--- config.mk ---
export PLATFORM = sky130hd
export DESIGN_NAME = traffic_phase_scheduler_flat
export DESIGN_NICKNAME = d
export VERILOG_FILES = /design/src/rtl/traffic_pkg.sv /design/src/rtl/traffic_phase_scheduler_if.sv /design/src/rtl/phase_timer.sv /design/src/rtl/traffic_phase_scheduler.sv /design/src/flat_wrapper.sv
export SDC_FILE = /design/constraint.sdc
export NUM_CORES = 1
export LEC_CHECK = 0
export BUFFER_PORTS_ARGS = -buffer_cell sky130_fd_sc_hd__buf_2
export CORE_MARGIN = 2
export CORE_UTILIZATION = 29
export CTS_BUF_LIST = sky130_fd_sc_hd__clkbuf_2 sky130_fd_sc_hd__clkbuf_4 sky130_fd_sc_hd__clkbuf_8
export CTS_CLUSTER_SIZE = 20
export DETAILED_ROUTE_END_ITERATION = 8
export GPL_ROUTABILITY_DRIVEN = 0
export MAX_ROUTING_LAYER = met4
export SKIP_LAST_GASP = 1
export SYNTH_ARGS = -nofsm -noshare
export SYNTH_HDL_FRONTEND = slang
export SYNTH_SLANG_ARGS = --single-unit
--- constraint.sdc ---
create_clock -name clk -period 2.6 [get_ports clk]
set_input_delay 0.52 -clock clk [delete_from_list [all_inputs] [get_ports clk]]
set_output_delay 0.52 -clock clk [all_outputs]
set_load 0.005 [all_outputs]
--- src/rtl/traffic_pkg.sv ---
// Shared definitions for the intersection sequencer: lamp codes, phase
// encoding and default phase durations.
package traffic_pkg;

    localparam logic [1:0] LAMP_RED    = 2'd0;
    localparam logic [1:0] LAMP_YELLOW = 2'd1;
    localparam logic [1:0] LAMP_GREEN  = 2'd2;

    typedef enum logic [2:0] {
        HW_GREEN  = 3'd0,
        HW_YELLOW = 3'd1,
        ALL_RED1  = 3'd2,
        CW_GREEN  = 3'd3,
        CW_YELLOW = 3'd4,
        ALL_RED2  = 3'd5
    } state_t;

    localparam int DEF_MIN_GREEN_HW = 8;
    localparam int DEF_GREEN_CW     = 5;
    localparam int DEF_YELLOW_T     = 2;
    localparam int DEF_ALL_RED_T    = 1;
    localparam int DEF_CNT_W        = 4;

    function automatic logic [1:0] hw_lamp(input state_t s);
        logic [1:0] l;
        case (s)
            HW_GREEN:  l = LAMP_GREEN;
            HW_YELLOW: l = LAMP_YELLOW;
            default:   l = LAMP_RED;
        endcase
        return l;
    endfunction

    function automatic logic [1:0] cw_lamp(input state_t s);
        logic [1:0] l;
        case (s)
            CW_GREEN:  l = LAMP_GREEN;
            CW_YELLOW: l = LAMP_YELLOW;
            default:   l = LAMP_RED;
        endcase
        return l;
    endfunction

endpackage

--- src/rtl/traffic_phase_scheduler_if.sv ---
// Request inputs and lamp/debug outputs of the phase scheduler.
interface traffic_phase_scheduler_if;
    logic       x;
    logic       ped_req;
    logic       emg_req;
    logic [1:0] hw;
    logic [1:0] cw;
    logic       walk;
    logic [2:0] phase;

    modport master (output x, ped_req, emg_req, input hw, cw, walk, phase);
    modport slave  (input x, ped_req, emg_req, output hw, cw, walk, phase);
endinterface

--- src/rtl/phase_timer.sv ---
// Per-phase cycle timer: synchronous clear, counts up to dur_m1 and holds there.
module phase_timer #(
    parameter int CNT_W = 4
) (
    input  logic             clk,
    input  logic             reset,
    input  logic             clr,
    input  logic [CNT_W-1:0] dur_m1,
    output logic             done
);

    logic [CNT_W-1:0] count_r;

    // Counter: restart on phase entry, saturate at the programmed end value.
    always_ff @(posedge clk) begin
        if (reset) begin
            count_r <= '0;
        end else if (clr) begin
            count_r <= '0;
        end else if (count_r != dur_m1) begin
            count_r <= count_r + CNT_W'(1);
        end else begin
            count_r <= count_r;
        end
    end

    assign done = (count_r == dur_m1);

endmodule

--- src/rtl/traffic_phase_scheduler.sv ---
// Two-road intersection phase sequencer with emergency preemption.
// Build option PED_WALK_EN adds the pedestrian request latch and walk lamp.
module traffic_phase_scheduler
    import traffic_pkg::*;
#(
    parameter int MIN_GREEN_HW = DEF_MIN_GREEN_HW,
    parameter int GREEN_CW     = DEF_GREEN_CW,
    parameter int YELLOW_T     = DEF_YELLOW_T,
    parameter int ALL_RED_T    = DEF_ALL_RED_T,
    parameter int CNT_W        = DEF_CNT_W
) (
    input  logic                       clk,
    input  logic                       reset,
    traffic_phase_scheduler_if.slave   bus
);

    state_t           state_r;
    state_t           state_s;
    logic [CNT_W-1:0] dur_m1_s;
    logic             done_s;
    logic             clr_s;
    logic             request_s;
    logic [1:0]       hw_s;
    logic [1:0]       cw_s;
    logic [1:0]       hw_r;
    logic [1:0]       cw_r;
    logic [2:0]       phase_r;
    logic             walk_out_s;

    // Duration of the phase currently being timed, as its final timer value.
    always_comb begin
        dur_m1_s = CNT_W'(0);
        case (state_r)
            HW_GREEN:             dur_m1_s = CNT_W'(MIN_GREEN_HW - 1);
            HW_YELLOW, CW_YELLOW: dur_m1_s = CNT_W'(YELLOW_T - 1);
            ALL_RED1, ALL_RED2:   dur_m1_s = CNT_W'(ALL_RED_T - 1);
            CW_GREEN:             dur_m1_s = CNT_W'(GREEN_CW - 1);
            default:              dur_m1_s = CNT_W'(0);
        endcase
    end

    assign clr_s = (state_s != state_r);

    phase_timer #(.CNT_W(CNT_W)) u_timer (
        .clk    (clk),
        .reset  (reset),
        .clr    (clr_s),
        .dur_m1 (dur_m1_s),
        .done   (done_s)
    );

`ifdef PED_WALK_EN
    logic entry_s;
    logic cw_first_r;
    logic ped_pending_r;
    logic walk_r;

    assign entry_s   = (state_s == CW_GREEN) && (state_r != CW_GREEN);
    assign request_s = bus.x | ped_pending_r;

    // Pedestrian latch; a press in the entry edge or first country-green cycle is absorbed.
    always_ff @(posedge clk) begin
        if (reset) begin
            cw_first_r    <= 1'b0;
            ped_pending_r <= 1'b0;
        end else begin
            cw_first_r <= entry_s;
            if (entry_s || cw_first_r) begin
                ped_pending_r <= 1'b0;
            end else if (bus.ped_req) begin
                ped_pending_r <= 1'b1;
            end else begin
                ped_pending_r <= ped_pending_r;
            end
        end
    end

    // Walk lamp: captured on country-green entry, dropped when the phase ends.
    always_ff @(posedge clk) begin
        if (reset) begin
            walk_r <= 1'b0;
        end else if (entry_s) begin
            walk_r <= ped_pending_r;
        end else if (state_s != CW_GREEN) begin
            walk_r <= 1'b0;
        end else begin
            walk_r <= walk_r;
        end
    end

    assign walk_out_s = walk_r;
`else
    assign request_s  = bus.x;
    assign walk_out_s = 1'b0;
`endif

    // State register.
    always_ff @(posedge clk) begin
        if (reset) begin
            state_r <= HW_GREEN;
        end else begin
            state_r <= state_s;
        end
    end

    // Next-state logic; clearance states ignore the emergency input.
    always_comb begin
        state_s = state_r;
        case (state_r)
            HW_GREEN: begin
                if (done_s && request_s && !bus.emg_req) begin
                    state_s = HW_YELLOW;
                end else begin
                    state_s = HW_GREEN;
                end
            end
            HW_YELLOW: begin
                if (done_s) state_s = ALL_RED1;
                else        state_s = HW_YELLOW;
            end
            ALL_RED1: begin
                if (done_s) state_s = CW_GREEN;
                else        state_s = ALL_RED1;
            end
            CW_GREEN: begin
                if (done_s || bus.emg_req) state_s = CW_YELLOW;
                else                       state_s = CW_GREEN;
            end
            CW_YELLOW: begin
                if (done_s) state_s = ALL_RED2;
                else        state_s = CW_YELLOW;
            end
            ALL_RED2: begin
                if (done_s) state_s = HW_GREEN;
                else        state_s = ALL_RED2;
            end
            default: state_s = HW_GREEN;
        endcase
    end

    // Lamp decode of the upcoming state so lamps change on the same edge as the state.
    always_comb begin
        hw_s = hw_lamp(state_s);
        cw_s = cw_lamp(state_s);
    end

    // Registered lamp and debug outputs.
    always_ff @(posedge clk) begin
        if (reset) begin
            hw_r    <= LAMP_GREEN;
            cw_r    <= LAMP_RED;
            phase_r <= 3'd0;
        end else begin
            hw_r    <= hw_s;
            cw_r    <= cw_s;
            phase_r <= state_s;
        end
    end

    assign bus.hw    = hw_r;
    assign bus.cw    = cw_r;
    assign bus.phase = phase_r;
    assign bus.walk  = walk_out_s;

endmodule

--- src/flat_wrapper.sv ---
// flat-port wrapper written by rule: the top's interface ports become plain ports
module traffic_phase_scheduler_flat import traffic_pkg::*;
#(
    parameter int MIN_GREEN_HW = DEF_MIN_GREEN_HW,
    parameter int GREEN_CW     = DEF_GREEN_CW,
    parameter int YELLOW_T     = DEF_YELLOW_T,
    parameter int ALL_RED_T    = DEF_ALL_RED_T,
    parameter int CNT_W        = DEF_CNT_W
)
  (clk, reset, bus_x, bus_ped_req, bus_emg_req, bus_hw, bus_cw, bus_walk, bus_phase);
  traffic_phase_scheduler_if bus_i ();
  input  logic clk;
  input  logic reset;
  input wire logic [$bits(bus_i.x)-1:0] bus_x;
  input wire logic [$bits(bus_i.ped_req)-1:0] bus_ped_req;
  input wire logic [$bits(bus_i.emg_req)-1:0] bus_emg_req;
  output wire logic [$bits(bus_i.hw)-1:0] bus_hw;
  output wire logic [$bits(bus_i.cw)-1:0] bus_cw;
  output wire logic [$bits(bus_i.walk)-1:0] bus_walk;
  output wire logic [$bits(bus_i.phase)-1:0] bus_phase;
  assign bus_i.x = bus_x;
  assign bus_i.ped_req = bus_ped_req;
  assign bus_i.emg_req = bus_emg_req;
  assign bus_hw = bus_i.hw;
  assign bus_cw = bus_i.cw;
  assign bus_walk = bus_i.walk;
  assign bus_phase = bus_i.phase;
  traffic_phase_scheduler #(.MIN_GREEN_HW(MIN_GREEN_HW), .GREEN_CW(GREEN_CW), .YELLOW_T(YELLOW_T), .ALL_RED_T(ALL_RED_T), .CNT_W(CNT_W)) u_core (.clk(clk), .reset(reset), .bus(bus_i));
endmodule
==> flow_summary.json, run 1 <==
{
  "vias_per_cell": 5.134,
  "grt_start_max_net_pins": 22,
  "startpoint_type": "flip-flop",
  "grt_pass1_vias": 576,
  "place_hpwl_um": 1102,
  "firstDrtPassIters": 4,
  "cts_tree": "built",
  "vdd_drop_max_mv": 0.3171,
  "first_iter_violations": 11,
  "vias": 611,
  "synth_area_um2": 732.0,
  "antenna_found_initial": 0,
  "min_from": "u_core.u_timer.count_r[2]",
  "routed_wl_um": 1517,
  "cts_hold_buf": 0,
  "worst_slew_pin_slew_ns": 0.6708,
  "fin_crit_sh": 0.7833,
  "cts_setup_buffers": 0,
  "min_path_cells": 2,
  "grt_pass1_wl_um": 2539,
  "initial_core_util": 0.3009,
  "setup_violations": 0,
  "cts-root-buf": "clkbuf_4",
  "grt-ovfl-total": 0,
  "endpoint_kind": "flip-flop",
  "coreArea_um2": 2432,
  "timing.rr.start": "u_core.state_r[1]",
  "die_height_um": 54.24,
  "power_uw": 337.1,
  "ys_warn_count": 0,
  "fillerInstances": 273,
  "clk_latency_ns": 0.26,
  "track_usage": 0.1213,
  "seq_area_frac_synth": 0.3009,
  "status": "completed",
  "min_path_type": "reg -> reg",
  "r2r_slack_ns": 0.56,
  "p_leak_uw": 0.0003228,
  "arrival_ns": 2.24,
  "fin_cells": 119,
  "ff2ff_path_depth": 5,
  "synth_cell_types": 45,
  "cts_sinks": 11,
  "slew_headroom": 0.5522,
  "drc": 0,
  "nets": 96,
  "worstSetupPathType": "reg -> reg",
  "synth-edff-count": 0,
  "synth_cells": 80,
  "ys_dominant_reg_cell": "dfxtp_1",
  "ant_nets": 0,
  "path_max_fanout": 21,
  "num_rows": 18,
  "place_inst": 115,
  "synth_nets": 86,
  "setup_tns_ns": 0,
  "yosys_register_bits": 11,
  "drive_gt1_frac": 0.3034,
  "postSynth.asyncResetShare": 0,
  "final.min_clock_period_ns": 2.037,
  "dieArea_um2": 2942,
  "wire_per_inst_um": 12.75,
  "whs_endpoint": "u_core.u_timer.count_r[2]",
  "worst_ep_required_time_ns": 2.80,
  "hold_viol": 0,
  "maxCapViolCount": 0,
  "clk_pin_slew_worst_paths_ns": 0.07,
  "fmax_mhz": 491.0,
  "die_width_um": 54.24,
  "cts_resized": 0,
  "portBuffers": 10,
  "maxSlewViolCount": 0,
  "htree_levels": 1,
  "rsz0062_at_grt": "no",
  "antenna_cells": 0,
  "regToRegEndpoint": "u_core.bus.hw[0]",
  "clk_path_buf_depth": 2,
  "syn_area_per_cell_um2": 9.149,
  "top_level_ports": 13,
  "skew_ns": 0.005165,
  "numCtsBuffers": 3,
  "power_density_nw_per_um2": 415.8,
  "syn_to_final_growth_pct": 10.77
}
[where the power goes]
part           leakage, µW  internal [µW]  switching (µW)
combinational     0.000215           15.1            17.0
sequential       0.0000893            173            7.25
clock            0.0000184           69.7            55.2
total             0.000323            258            79.5
[critical path: stages (launching register included)]
cell and delay, ns:
dfxtp_1 0.75, and3b_1 0.26, o21ai_2 0.11, a21oi_4 0.31
mux2i_2 0.35, a21boi_1 0.19
[worst max path at each step]
stage / start / endpoint / slack (ns) / cells past startpoint
finish: u_core.state_r[1] / u_core.bus.hw[0] / 0.56 / 5
global route: u_core.state_r[1] / u_core.bus.hw[0] / 0.40 / 5
floorplan: u_core.state_r[1] / u_core.bus.cw[0] / 0.98 / 6
CTS: u_core.state_r[1] / u_core.bus.hw[0] / 0.55 / 5
detailed placement: u_core.state_r[1] / u_core.bus.hw[0] / 0.57 / 5
global placement: u_core.state_r[1] / u_core.bus.hw[1] / 0.57 / 5
[state kept, by name (all words and copies together), names as in the netlist]
register and count:
u_core.bus.cw 2, u_core.bus.hw 2, u_core.state_r 3, u_core.u_timer.count_r 4
[stage by stage]
stage | worst slack [ns] | utilization | area (µm²) | hold slack, ns
6_report | 0.5633 | 0.3333 | 810.8 | 0.5498
5_1_grt | 0.4040 | 0.3333 | 810.8 | 0.5875
4_1_cts | 0.5502 | 0.3333 | 810.8 | 0.5380
3_5_place_dp | 0.5698 | 0.3210 | 780.7 | 0.5263
3_3_place_gp | 0.5748 | 0.3210 | 780.7 | 0.4994
2_1_floorplan | 0.9840 | - | 732.0 | 0.4794
[per-layer routing]
layer | track usage | part of all wire | vias up
met4 | 0.03750 | 0.0026 | 0
met3 | 0.02459 | 0.028 | 2
li1 | - | - | 305
met2 | 0.1948 | 0.52 | 9
met1 | 0.1532 | 0.44 | 295
met5 | - | 0 | -
[synthesized netlist by cell type (2+ instances only)]
cell       n  area, µm²
nor3_2     2      20.02
or3_1      2      12.51
o21ai_2    2      17.52
and2_1     2      12.51
inv_1      3      11.26
o21ai_0    4      20.02
nand3b_1   3      22.52
buf_6      2      22.52
a211oi_1   2      15.01
nand3_1    3      15.01
nor2_1     5      18.77
a21oi_1    6      30.03
xor2_1     2      17.52
dfxtp_1   11      220.2
[area by class of cell]
class / instances / area (µm²) / area share
flip-flops and latches: 11 / 220.2 / 0.2716
multi-input cells: 61 / 461.7 / 0.5694
clock buffers: 4 / 30.03 / 0.03704
inverters: 3 / 11.26 / 0.01389
well taps: 30 / 37.54 / 0.04630
repair buffers: 10 / 50.05 / 0.06173
[kinds of logic after synthesis]
group,Yosys count,synth area share
buffers and inverters,8,0.06837
XOR/XNOR,3,0.04616
flip-flops,11,0.3009
AND/OR/NAND/NOR,27,0.2376
other,1,0.005123
adder cells (fa/ha/maj),1,0.01709
AO/OA/AOI/OAI,25,0.2564
multiplexers,4,0.06837
[cell usage in the layout (no fill, tap or decap), drive strengths merged, types with 4 or more instances in the layout]
master,Yosys,routed
a21oi,8,8
dfxtp,11,11
nor2,5,5
clkbuf,1,4
buf,4,10
o21ai,6,6
No activity file was read; power rests on OpenSTA's default activity.
==> inputs of run 2 (changes only) <==
- clock period: 2.6 -> 1.97 ns (I/O delays scaled with it)
==> run 2 against run 1 <==
Final area is 2.6% higher. Via count is 0.49% higher. Highest routed layer unchanged. Total power is 28% higher. Critical endpoint is now u_core.bus.cw[0]. Register-to-register slack worse by 0.41 ns.
==> flow_summary.json, run 2 (synthesis gave the netlist of run 1 again) <==
{
  "status": "completed",
  "min_path_type": "in -> reg",
  "coreArea_um2": 2432,
  "num_rows": 18,
  "pre_cts_ws_ns": 0.1464,
  "cts_tree": "built",
  "hold_viol": 0,
  "track_usage": 0.1243,
  "r2r_slack_ns": 0.15,
  "die_height_um": 54.24,
  "cts_hold_buf": 0,
  "cpPeakStageDelay_ns": 0.59,
  "whs_endpoint": "u_core.state_r[0]",
  "vdd_drop_max_mv": 0.3599,
  "fillerInstances": 273,
  "setup_tns_ns": 0,
  "reg_top3": "u_core.u_timer.count_r x4, u_core.state_r x3",
  "switchingPower_uw": 109.3,
  "dieArea_um2": 2942,
  "portBuffers": 10,
  "top_level_ports": 13,
  "grt-ovfl-total": 0,
  "clk_latency_ns": 0.27,
  "setup_violations": 0,
  "comb_power_share": 0.096,
  "fin_ws_ns": 0.1546,
  "htree_levels": 1,
  "p_leak_uw": 0.0003390,
  "finish.utilization": 0.3421,
  "p_int_uw": 323.1,
  "clkPwrFrac": 0.355,
  "arrival_ns": 1.99,
  "first_iter_violations": 12,
  "drc": 0,
  "clk_path_buf_depth": 2,
  "place_hpwl_um": 1071,
  "power_density_nw_per_um2": 519.8,
  "cts-root-buf": "clkbuf_4",
  "vias": 614,
  "seq_area_um2": 221.5,
  "switching_share": 0.2528,
  "antenna_cells": 0,
  "path_buf_inv": 0,
  "grt_pass1_vias": 557,
  "antenna_found_initial": 0,
  "worstSetupPathType": "reg -> reg",
  "fin_crit_sh": 0.9215,
  "regToRegEndpoint": "u_core.bus.cw[0]",
  "p_seq_frac": 0.549,
  "cts_sinks": 11,
  "rsz0062_at_grt": "no",
  "startpoint_type": "flip-flop",
  "maxSlewViolCount": 0,
  "timing.rr.start": "u_core.state_r[1]",
  "firstDrtPassIters": 4,
  "crit_slowest_cell": "dfxtp_1",
  "numCtsBuffers": 3,
  "min_path_cells": 3,
  "maxCapViolCount": 0,
  "critPathTopFamily": "flip-flops",
  "ff2ff_path_depth": 5,
  "routed_wl_um": 1464,
  "min_from": "reset",
  "endpoint_kind": "flip-flop",
  "multi_input_area_um2": 461.7,
  "fmax_mhz": 550.8,
  "grt_start_max_net_pins": 12,
  "ant_nets": 0,
  "initial_core_util": 0.3009,
  "final_cell_mix": "buf_2, dfxtp_1, a21oi_1, nor2_1, o21ai_0",
  "final.min_clock_period_ns": 1.815,
  "die_width_um": 54.24,
  "largest_reg_flops": 4,
  "path_depth": 5,
  "wire_per_inst_um": 12.00,
  "path_max_fanout": 11,
  "regMostFlops": "u_core.u_timer.count_r",
  "worst_ep_required_time_ns": 2.14,
  "syn_to_final_growth_pct": 13.68,
  "clk_pin_slew_worst_paths_ns": 0.07,
  "skew_ns": 0.002247,
  "grt_pass1_wl_um": 2511,
  "vias_per_cell": 5.033,
  "cp_cell_sequence": "and3b_1 > o21ai_2 > a211oi_2 > mux2_4 > o21a_1",
  "nets": 99,
  "drive_gt1_frac": 0.3370
}
[run 2: changes by cell type in the layout (fill, tap and decap cells not counted)]
| cell | change |
|---|---|
| dfxtp_1 | -1 |
| buf_4 | +3 |
| clkbuf_4 | -1 |
| clkinv_2 | +1 |
| dfxtp_2 | +1 |
[run 2: area by class of cell]
| class | instances | share of cell area |
|---|---|---|
| inverter | 3 | 0.01353 |
| sequential | 11 | 0.2662 |
| clock buffer | 3 | 0.02707 |
| clock inverter | 1 | 0.006015 |
| multi-input combinational | 61 | 0.5549 |
| tap | 30 | 0.04511 |
| timing repair buffer | 13 | 0.08722 |
[run 2: worst max-delay path by stage]
stage	slack [ns]	to	from
after floorplan	0.35	u_core.bus.cw[0]	u_core.state_r[1]
after global placement	0.15	u_core.bus.hw[1]	u_core.state_r[0]
after detailed placement	0.15	u_core.bus.hw[0]	u_core.state_r[0]
after CTS	0.12	u_core.bus.hw[0]	u_core.state_r[0]
after global routing	0.01	u_core.bus.hw[0]	u_core.state_r[1]
final	0.15	u_core.bus.cw[0]	u_core.state_r[1]
[run 2: power by group through the flow]
stage	logic, µW	clock network, µW	registers [µW]
6_report	41.5	154	237
5_1_grt	47.1	173	238
4_1_cts	41.3	161	238
3_5_place_dp	40.9	0	243
3_3_place_gp	40.6	0	242
2_1_floorplan	33.4	0	240
[run 2: per-stage QoR]
step | instance area [µm²] | std cells | power (µW) | hold WS (ns)
floorplan | 732.0 | 80 | 273.1 | 0.4794
global route | 832.0 | 122 | 458.3 | 0.5248
detailed placement | 803.3 | 118 | 283.7 | 0.5238
finish | 832.0 | 122 | 432.5 | 0.5100
CTS | 830.8 | 122 | 440.0 | 0.5074
global placement | 803.3 | 118 | 282.6 | 0.4989
[run 2: worst min-delay path, cell delays in order]
cell	delay [ns]
buf_2	0.12
nand3b_1	0.12
mux2i_2	0.09
[run 2: metal layers]
layer / vias up / routed length, µm / track usage
li1: 311 / - / -
met1: 289 / 695 / 0.1381
met2: 12 / 701 / 0.2028
met3: 2 / 55 / 0.04098
met4: 0 / 11 / 0.05417
met5: - / 0 / -
[run 2: timing repair]
action / 4_1_cts / 5_1_grt
setup endpoints to repair: 0 / 1
resized for setup: 0 / 1
buffers inserted: 0 / 0
